===== src/rtl/gf2m_pkg.sv =====
// Shared GF(2^m) definitions: default field, inverter FSM encoding and a
// polynomial-basis squarer usable by any block working in the same field.
package gf2m_pkg;

    // Default field: x^233 + x^74 + 1
    localparam int GF2M_M_DEFAULT = 233;
    localparam logic [233:0] GF2M_POLY_DEFAULT = (234'd1 << 233) | (234'd1 << 74) | 234'd1;

    // Widest field the squarer helper supports; callers zero-extend into it.
    localparam int GF2M_MAX_M = 571;

    typedef enum logic [2:0] {
        ST_IDLE,
        ST_SQR,
        ST_MUL,
        ST_FSQ,
        ST_ZBYP,
        ST_DONE
    } state_t;

    // Square x modulo poly in a field of degree m. Bits i of x move to 2i,
    // then the 2m-1 bit result is folded down from the top bit.
    function automatic logic [GF2M_MAX_M-1:0] gf2m_square(
        input logic [GF2M_MAX_M-1:0] x,
        input logic [GF2M_MAX_M:0]   poly,
        input int                    m
    );
        logic [2*GF2M_MAX_M-2:0] t;
        t = '0;
        for (int i = 0; i < GF2M_MAX_M; i++) begin
            if (i < m) begin
                t[2*i] = x[i];
            end
        end
        for (int j = 2*GF2M_MAX_M-2; j >= 0; j--) begin
            if (j >= m && j <= 2*m-2 && t[j]) begin
                t[j-m +: GF2M_MAX_M+1] = t[j-m +: GF2M_MAX_M+1] ^ poly;
            end
        end
        return t[GF2M_MAX_M-1:0];
    endfunction

endpackage


===== src/rtl/gf2m_fermat_inv_mult.sv =====
// MSB-first digit-serial GF(2^M) multiplier, D bits of B per cycle with
// interleaved reduction. START loads the operands; DONE pulses during the
// K-th following cycle with P (combinational) holding the fully reduced product.
module gf2m_digit_mult
    import gf2m_pkg::*;
#(
    parameter int         M    = GF2M_M_DEFAULT,
    parameter logic [M:0] POLY = GF2M_POLY_DEFAULT,
    parameter int         D    = 1
) (
    input  logic         CLK,
    input  logic         RST_N,
    input  logic         START,
    input  logic [M-1:0] A,
    input  logic [M-1:0] B,
    output logic         DONE,
    output logic [M-1:0] P
);

    localparam int K  = (M + D - 1) / D;
    localparam int KD = K * D;
    localparam int CW = $clog2(K + 1);

    // Multiply by x and reduce once.
    function automatic logic [M-1:0] mulx(input logic [M-1:0] v);
        return {v[M-2:0], 1'b0} ^ (v[M-1] ? POLY[M-1:0] : '0);
    endfunction

    logic [M-1:0]  a_reg;
    logic [KD-1:0] b_reg;
    logic [M-1:0]  acc_reg;
    logic [CW-1:0] cnt_reg;
    logic          busy_reg;
    logic [D-1:0]  digit;
    logic [M-1:0]  acc_next;

    // B is zero-extended on top, so the first digit carries the padding.
    assign digit = b_reg[KD-1 -: D];

    // Per digit bit: A*x^gi, the accumulator shifted gi+1 times, and the
    // running sum of the selected A multiples.
    for (genvar gi = 0; gi < D; gi++) begin : g_stage
        logic [M-1:0] ap;
        logic [M-1:0] acc;
        logic [M-1:0] part;
        if (gi == 0) begin : g_first
            assign ap   = a_reg;
            assign acc  = mulx(acc_reg);
            assign part = digit[0] ? ap : '0;
        end else begin : g_next
            assign ap   = mulx(g_stage[gi-1].ap);
            assign acc  = mulx(g_stage[gi-1].acc);
            assign part = g_stage[gi-1].part ^ (digit[gi] ? ap : '0);
        end
    end

    // Horner step: acc * x^D + A * digit
    assign acc_next = g_stage[D-1].acc ^ g_stage[D-1].part;
    assign P        = acc_next;
    assign DONE     = busy_reg && (cnt_reg == CW'(1));

    // Operand load on START, then one digit per cycle for K cycles.
    always_ff @(posedge CLK or negedge RST_N) begin
        if (!RST_N) begin
            a_reg    <= '0;
            b_reg    <= '0;
            acc_reg  <= '0;
            cnt_reg  <= '0;
            busy_reg <= 1'b0;
        end else if (START) begin
            a_reg    <= A;
            b_reg    <= KD'(B);
            acc_reg  <= '0;
            cnt_reg  <= CW'(K);
            busy_reg <= 1'b1;
        end else if (busy_reg) begin
            acc_reg  <= acc_next;
            b_reg    <= b_reg << D;
            cnt_reg  <= cnt_reg - CW'(1);
            busy_reg <= (cnt_reg != CW'(1));
        end
    end

endmodule


===== src/rtl/gf2m_fermat_inv.sv =====
// GF(2^M) inverter, A^-1 = A^(2^M-2) by left-to-right square-and-multiply.
// Each of the M-2 iterations squares X (1 cycle) then multiplies by A
// (K cycles); a final squaring produces the result. Zero input bypasses.
module gf2m_fermat_inv
    import gf2m_pkg::*;
#(
    parameter int         M    = GF2M_M_DEFAULT,
    parameter logic [M:0] POLY = GF2M_POLY_DEFAULT,
    parameter int         D    = 1
) (
    input  logic         CLK,
    input  logic         RST_N,
    input  logic [M-1:0] DIN,
    input  logic         IN_VALID,
    output logic         IN_READY,
    output logic [M-1:0] DOUT,
    output logic         OUT_VALID,
    input  logic         OUT_READY,
    output logic         ZERO_ERR
);

    localparam int CW = $clog2(M);

    state_t       state_reg, state_next;
    logic [M-1:0] a_reg, x_reg, dout_reg;
    logic [CW-1:0] cnt_reg;
    logic         out_valid_reg, zero_err_reg;
    logic         mult_start, mult_done;
    logic [M-1:0] mult_p, sq_x;

    logic [GF2M_MAX_M-1:0] x_wide, sq_wide;
    logic [GF2M_MAX_M:0]   poly_wide;

    // Widen X and POLY to the helper's fixed width.
    always_comb begin
        x_wide              = '0;
        x_wide[M-1:0]       = x_reg;
        poly_wide           = '0;
        poly_wide[M:0]      = POLY;
    end

    assign sq_wide = gf2m_square(x_wide, poly_wide, M);
    assign sq_x    = sq_wide[M-1:0];

    if (M < GF2M_MAX_M) begin : g_sq_pad
        logic sq_unused;
        assign sq_unused = |sq_wide[GF2M_MAX_M-1:M];
    end

    // The multiplier loads on the SQR->MUL edge with the freshly squared X.
    gf2m_digit_mult #(.M(M), .POLY(POLY), .D(D)) u_mult (
        .CLK   (CLK),
        .RST_N (RST_N),
        .START (mult_start),
        .A     (sq_x),
        .B     (a_reg),
        .DONE  (mult_done),
        .P     (mult_p)
    );

    // State register.
    always_ff @(posedge CLK or negedge RST_N) begin
        if (!RST_N) state_reg <= ST_IDLE;
        else        state_reg <= state_next;
    end

    // Next-state logic.
    always_comb begin
        state_next = state_reg;
        case (state_reg)
            ST_IDLE: if (IN_VALID) state_next = (DIN == '0) ? ST_ZBYP : ST_SQR;
            ST_SQR:  state_next = ST_MUL;
            ST_MUL:  if (mult_done) state_next = (cnt_reg == CW'(1)) ? ST_FSQ : ST_SQR;
            ST_FSQ:  state_next = ST_DONE;
            ST_ZBYP: state_next = ST_DONE;
            ST_DONE: if (OUT_READY) state_next = ST_IDLE;
            default: state_next = ST_IDLE;
        endcase
    end

    // State-decoded outputs.
    always_comb begin
        IN_READY   = (state_reg == ST_IDLE);
        mult_start = (state_reg == ST_SQR);
    end

    // Datapath: operand capture, X update, iteration count and result registers.
    always_ff @(posedge CLK or negedge RST_N) begin
        if (!RST_N) begin
            a_reg         <= '0;
            x_reg         <= '0;
            cnt_reg       <= '0;
            dout_reg      <= '0;
            out_valid_reg <= 1'b0;
            zero_err_reg  <= 1'b0;
        end else begin
            case (state_reg)
                ST_IDLE: if (IN_VALID) begin
                    a_reg   <= DIN;
                    x_reg   <= DIN;
                    cnt_reg <= CW'(M - 2);
                end
                ST_SQR:  x_reg <= sq_x;
                ST_MUL:  if (mult_done) begin
                    x_reg   <= mult_p;
                    cnt_reg <= cnt_reg - CW'(1);
                end
                ST_FSQ: begin
                    dout_reg      <= sq_x;
                    zero_err_reg  <= 1'b0;
                    out_valid_reg <= 1'b1;
                end
                ST_ZBYP: begin
                    dout_reg      <= '0;
                    zero_err_reg  <= 1'b1;
                    out_valid_reg <= 1'b1;
                end
                ST_DONE: if (OUT_READY) out_valid_reg <= 1'b0;
                default: ;
            endcase
        end
    end

    assign DOUT      = dout_reg;
    assign OUT_VALID = out_valid_reg;
    assign ZERO_ERR  = zero_err_reg;

endmodule


===== config.mk =====
export PLATFORM = sky130hd
export DESIGN_NAME = gf2m_fermat_inv
export DESIGN_NICKNAME = d
export VERILOG_FILES = /design/src/rtl/gf2m_pkg.sv /design/src/rtl/gf2m_fermat_inv_mult.sv /design/src/rtl/gf2m_fermat_inv.sv
export SDC_FILE = /design/constraint.sdc
export NUM_CORES = 2
export LEC_CHECK = 0
export ABC_AREA = 0
export CAP_MARGIN = 20
export CORE_MARGIN = 5
export CORE_UTILIZATION = 59
export DETAILED_ROUTE_END_ITERATION = 7
export MAX_ROUTING_LAYER = met4
export PLACE_DENSITY_LB_ADDON = 0.12
export SYNTH_ARGS = -nofsm -noshare
export SYNTH_HDL_FRONTEND = slang
export SYNTH_HIERARCHICAL = 1
export SYNTH_SLANG_ARGS = --single-unit

===== constraint.sdc =====
create_clock -name CLK -period 3.5 [get_ports CLK]
set_input_delay 0.525 -clock CLK [delete_from_list [all_inputs] [get_ports CLK]]
set_output_delay 0.525 -clock CLK [all_outputs]
set_load 0.01 [all_outputs]

==> results by group <==
Logic synthesis
  – Synth Warn #: 6
  – Top post-synthesis cells by area: dfrtp_1 (55%), nand2_1 (9.2%), xnor2_1 (5.2%)
  – Post-synth ARST share: 100%
  – Number of flops mapped to enable cells by yosys: 0
  – Largest area contributor in the netlist: dfrtp_1
  – Most common cell in the netlist: nand2_1
  – Post-synth top flop: dfrtp_1
  – Synthesized flop and latch total: 1420
  – Synthesized Nets: 6865
  – Mapped cell area: 65100 um^2
  – Unique cell type count in the Yosys netlist: 56
  – Gate Count Post-Synth: 6624
  – Synth Area per Inst: 9.82 um^2
  – Most frequent cells after synthesis: nand2_1 (1597), dfrtp_1 (1420), o21ai_0 (597)
  – Seq/Total Area, Yosys: 54.6%
  – Share of the synthesized area in the top cell type: 54.6%

Power and ir drop
  – Comb power frac: 42.7%
  – P_leak: 35.9 nW
  – Seq pwr share: 37.4%
  – Pwr/cell area: 1070 nW/um^2
  – Switching Power: 35.0 mW
  – VDD IR max: 0.884 mV
  – Design Power: 82.4 mW
  – Clock power share: 19.8%
  – Internal: 47.4 mW
  – Switching share of power: 42.4%

GRT
  – GR Layer Usage met1: 52.2%
  – Remaining global-route overflow: 0
  – Initial antenna violation count: 18
  – First-pass GRT wire length: 340 mm
  – GRT busiest layer: met2
  – Gr usage total: 40.2%
  – Vias in the first global route: 51830
  – Largest net degree at the start of global routing: 165
  – Met3 Use GR: 11.8%
  – Met2 usage: 56.1%

Drt
  – DR pass1 iterations: 8
  – Initial DRC count: 7644
  – DR vias/cell: 6.27
  – Routed wire length: 232 mm
  – DR WL/cell: 27.1 um
  – Via count: 53697
  – Post-route ant nets: 0
  – DRC violation count after routing: 21

Clock tree
  – CTS max path bufs: 3
  – CTS tree: built
  – Root Driver: clkbuf_16
  – CTS resizes: 0
  – CTS H-tree lvls: 4
  – Clock slew seen by the registers of the worst setup and hold paths: 0.06 ns
  – Num CTS Buffers: 147
  – Clock Latency Late Sink: 0.77 ns
  – CTS Sinks: 1420

STA
  – RSZ-0062 raised after global routing: false
  – Max Slew Vio Count: 0
  – Setup TNS: 0 ns
  – Final setup viols: 0
  – Period minus WS final: 3.35 ns
  – Worst slew pin tran: 1.12 ns
  – Tcrit/Tclk final: 95.7%
  – Final hold viol count: 0
  – Clock skew: 0.0270 ns
  – F_max: 299 MHz
  – Max_slew headroom: 25.3%

Die
  – # IOs: 473
  – Die Ht: 342 um
  – CORE AREA: 109000 um^2
  – Die X: 342 um
  – Die area: 117000 um^2
  – Initial cell density of the core: 59.6%
  – Std cell rows: 121

Final layout
  – Finished Core Util: 70.3%
  – Nets@finish: 7203
  – Area Growth Syn to Fin: 17.9%
  – Share of cells above drive strength 1: 9.67%

Critical path
  – Crit path depth: 3
  – Crit-path max cell delay: 0.69 ns
  – CP Launch Type: flip-flop
  – Crit-path cells: or2_4 -> nor2_1 -> clkdlybuf4s50_1
  – Critical-path top delay cell: dfrtp_4
  – Crit. End Element: primary output
  – Delay-heaviest family, CP: simple AND/OR/NAND/NOR gates
  – Reg2Reg Depth: 9
  – Critical path type: reg -> out
  – Required @ worst endpoint: 2.97 ns
  – Worst-path fanout max: 27
  – Worst Path Buf+Inv: 1
  – Worst path arrival time: 2.82 ns

Placement
  – Dpl hpwl: 161 mm
  – Port buffer count: 472
  – RePlAce Congestion: 0.994

Status
  – Failing checks: design-rule violations
  – Status: complete, but fails checks

Flow run
  – Max-Cap Viols: 0

Worst hold path
  – Hold Crit Class: in -> async
kinds of logic (layout without fill, tap and decap cells):
kind of cell    Yosys count  after routing  share of synthesized area [%]
buf+inv                 643           1091                           4.21
other cells               0             19                              0
mux                     508            508                           8.26
flops                  1420           1420                           54.6
xor+xnor                393            393                           5.29
fa+ha+maj                 4              4                         0.0769
simple gates           2302           2302                           13.8
compound gates         1354           1354                           13.7
layer usage:
metal	wire length [um]	up-vias
met1	86300	26488
li1	-	23128
met2	99100	3338
met5	0	-
met3	29600	743
met4	17100	0
area by class of cell:
type,count,area [um^2]
Fill cell,8158,32500
Timing Repair Buffer,669,6820
Tap cell,1476,1850
Inverter,163,619
Multi-Input combinational cell,4561,26800
Clock inverter,40,574
Sequential cell,1420,35600
Antenna cell,19,47.5
Clock buffer,219,4410
stage by stage:
step	setup WS [ns]	hold slack [ns]	area [um^2]	cells
3_5_place_dp	-0.469	0.462	71600	8287
6_report	0.151	0.335	76700	8567
3_3_place_gp	-0.497	0.457	71600	8287
2_1_floorplan	0.804	0.229	65100	6624
5_1_grt	0.0911	0.367	76700	8561
4_1_cts	0.163	0.333	76600	8547
placed cells by master, fill, tap and decap left out, drive strengths merged, types with 80 or more instances in the layout:
| cell type | synthesis | routed |
|---|---|---|
| nand2 | 1597 | 1597 |
| dfrtp | 1420 | 1420 |
| o21ai | 629 | 629 |
| nor2 | 592 | 592 |
| clkdlybuf4s50 | 0 | 471 |
| xnor2 | 389 | 389 |
| mux2i | 275 | 275 |
| mux2 | 233 | 233 |
| o21a | 232 | 232 |
| clkbuf | 239 | 219 |
| buf | 241 | 197 |
| inv | 163 | 168 |
| a222oi | 153 | 153 |
| a21oi | 88 | 88 |
| a22oi | 86 | 86 |
| a22o | 80 | 80 |
worst paths after layout:
path,end,slack (ns),from
hold reg to reg,a_reg[19],0.47,a_reg[19]
min in group CLK,a_reg[18],0.40,DIN[18]
setup reg to reg,x_reg[75],0.34,u_mult/cnt_reg[2]
setup / recovery,IN_READY,0.15,state_reg[0]
hold / removal,u_mult/a_reg[202],0.33,RST_N
max in group asynchronous,u_mult/b_reg[61],1.96,RST_N
timing repair:
action | 4_1_cts | 5_1_grt
setup buffers | 0 | 0
hold endpoints to repair | 44 | 0
hold buffers | 1 | 0
power groups by stage:
stage / sequential, mW / clock (mW) / combinational, mW
3_3_place_gp: 30.4 / 0 / 33.2
6_report: 30.9 / 16.3 / 35.2
5_1_grt: 31.3 / 17.1 / 37.6
4_1_cts: 30.5 / 16.4 / 34.4
2_1_floorplan: 27.9 / 0 / 21.6
3_5_place_dp: 30.7 / 0 / 34.0
Power figures use the tool's default switching activity.
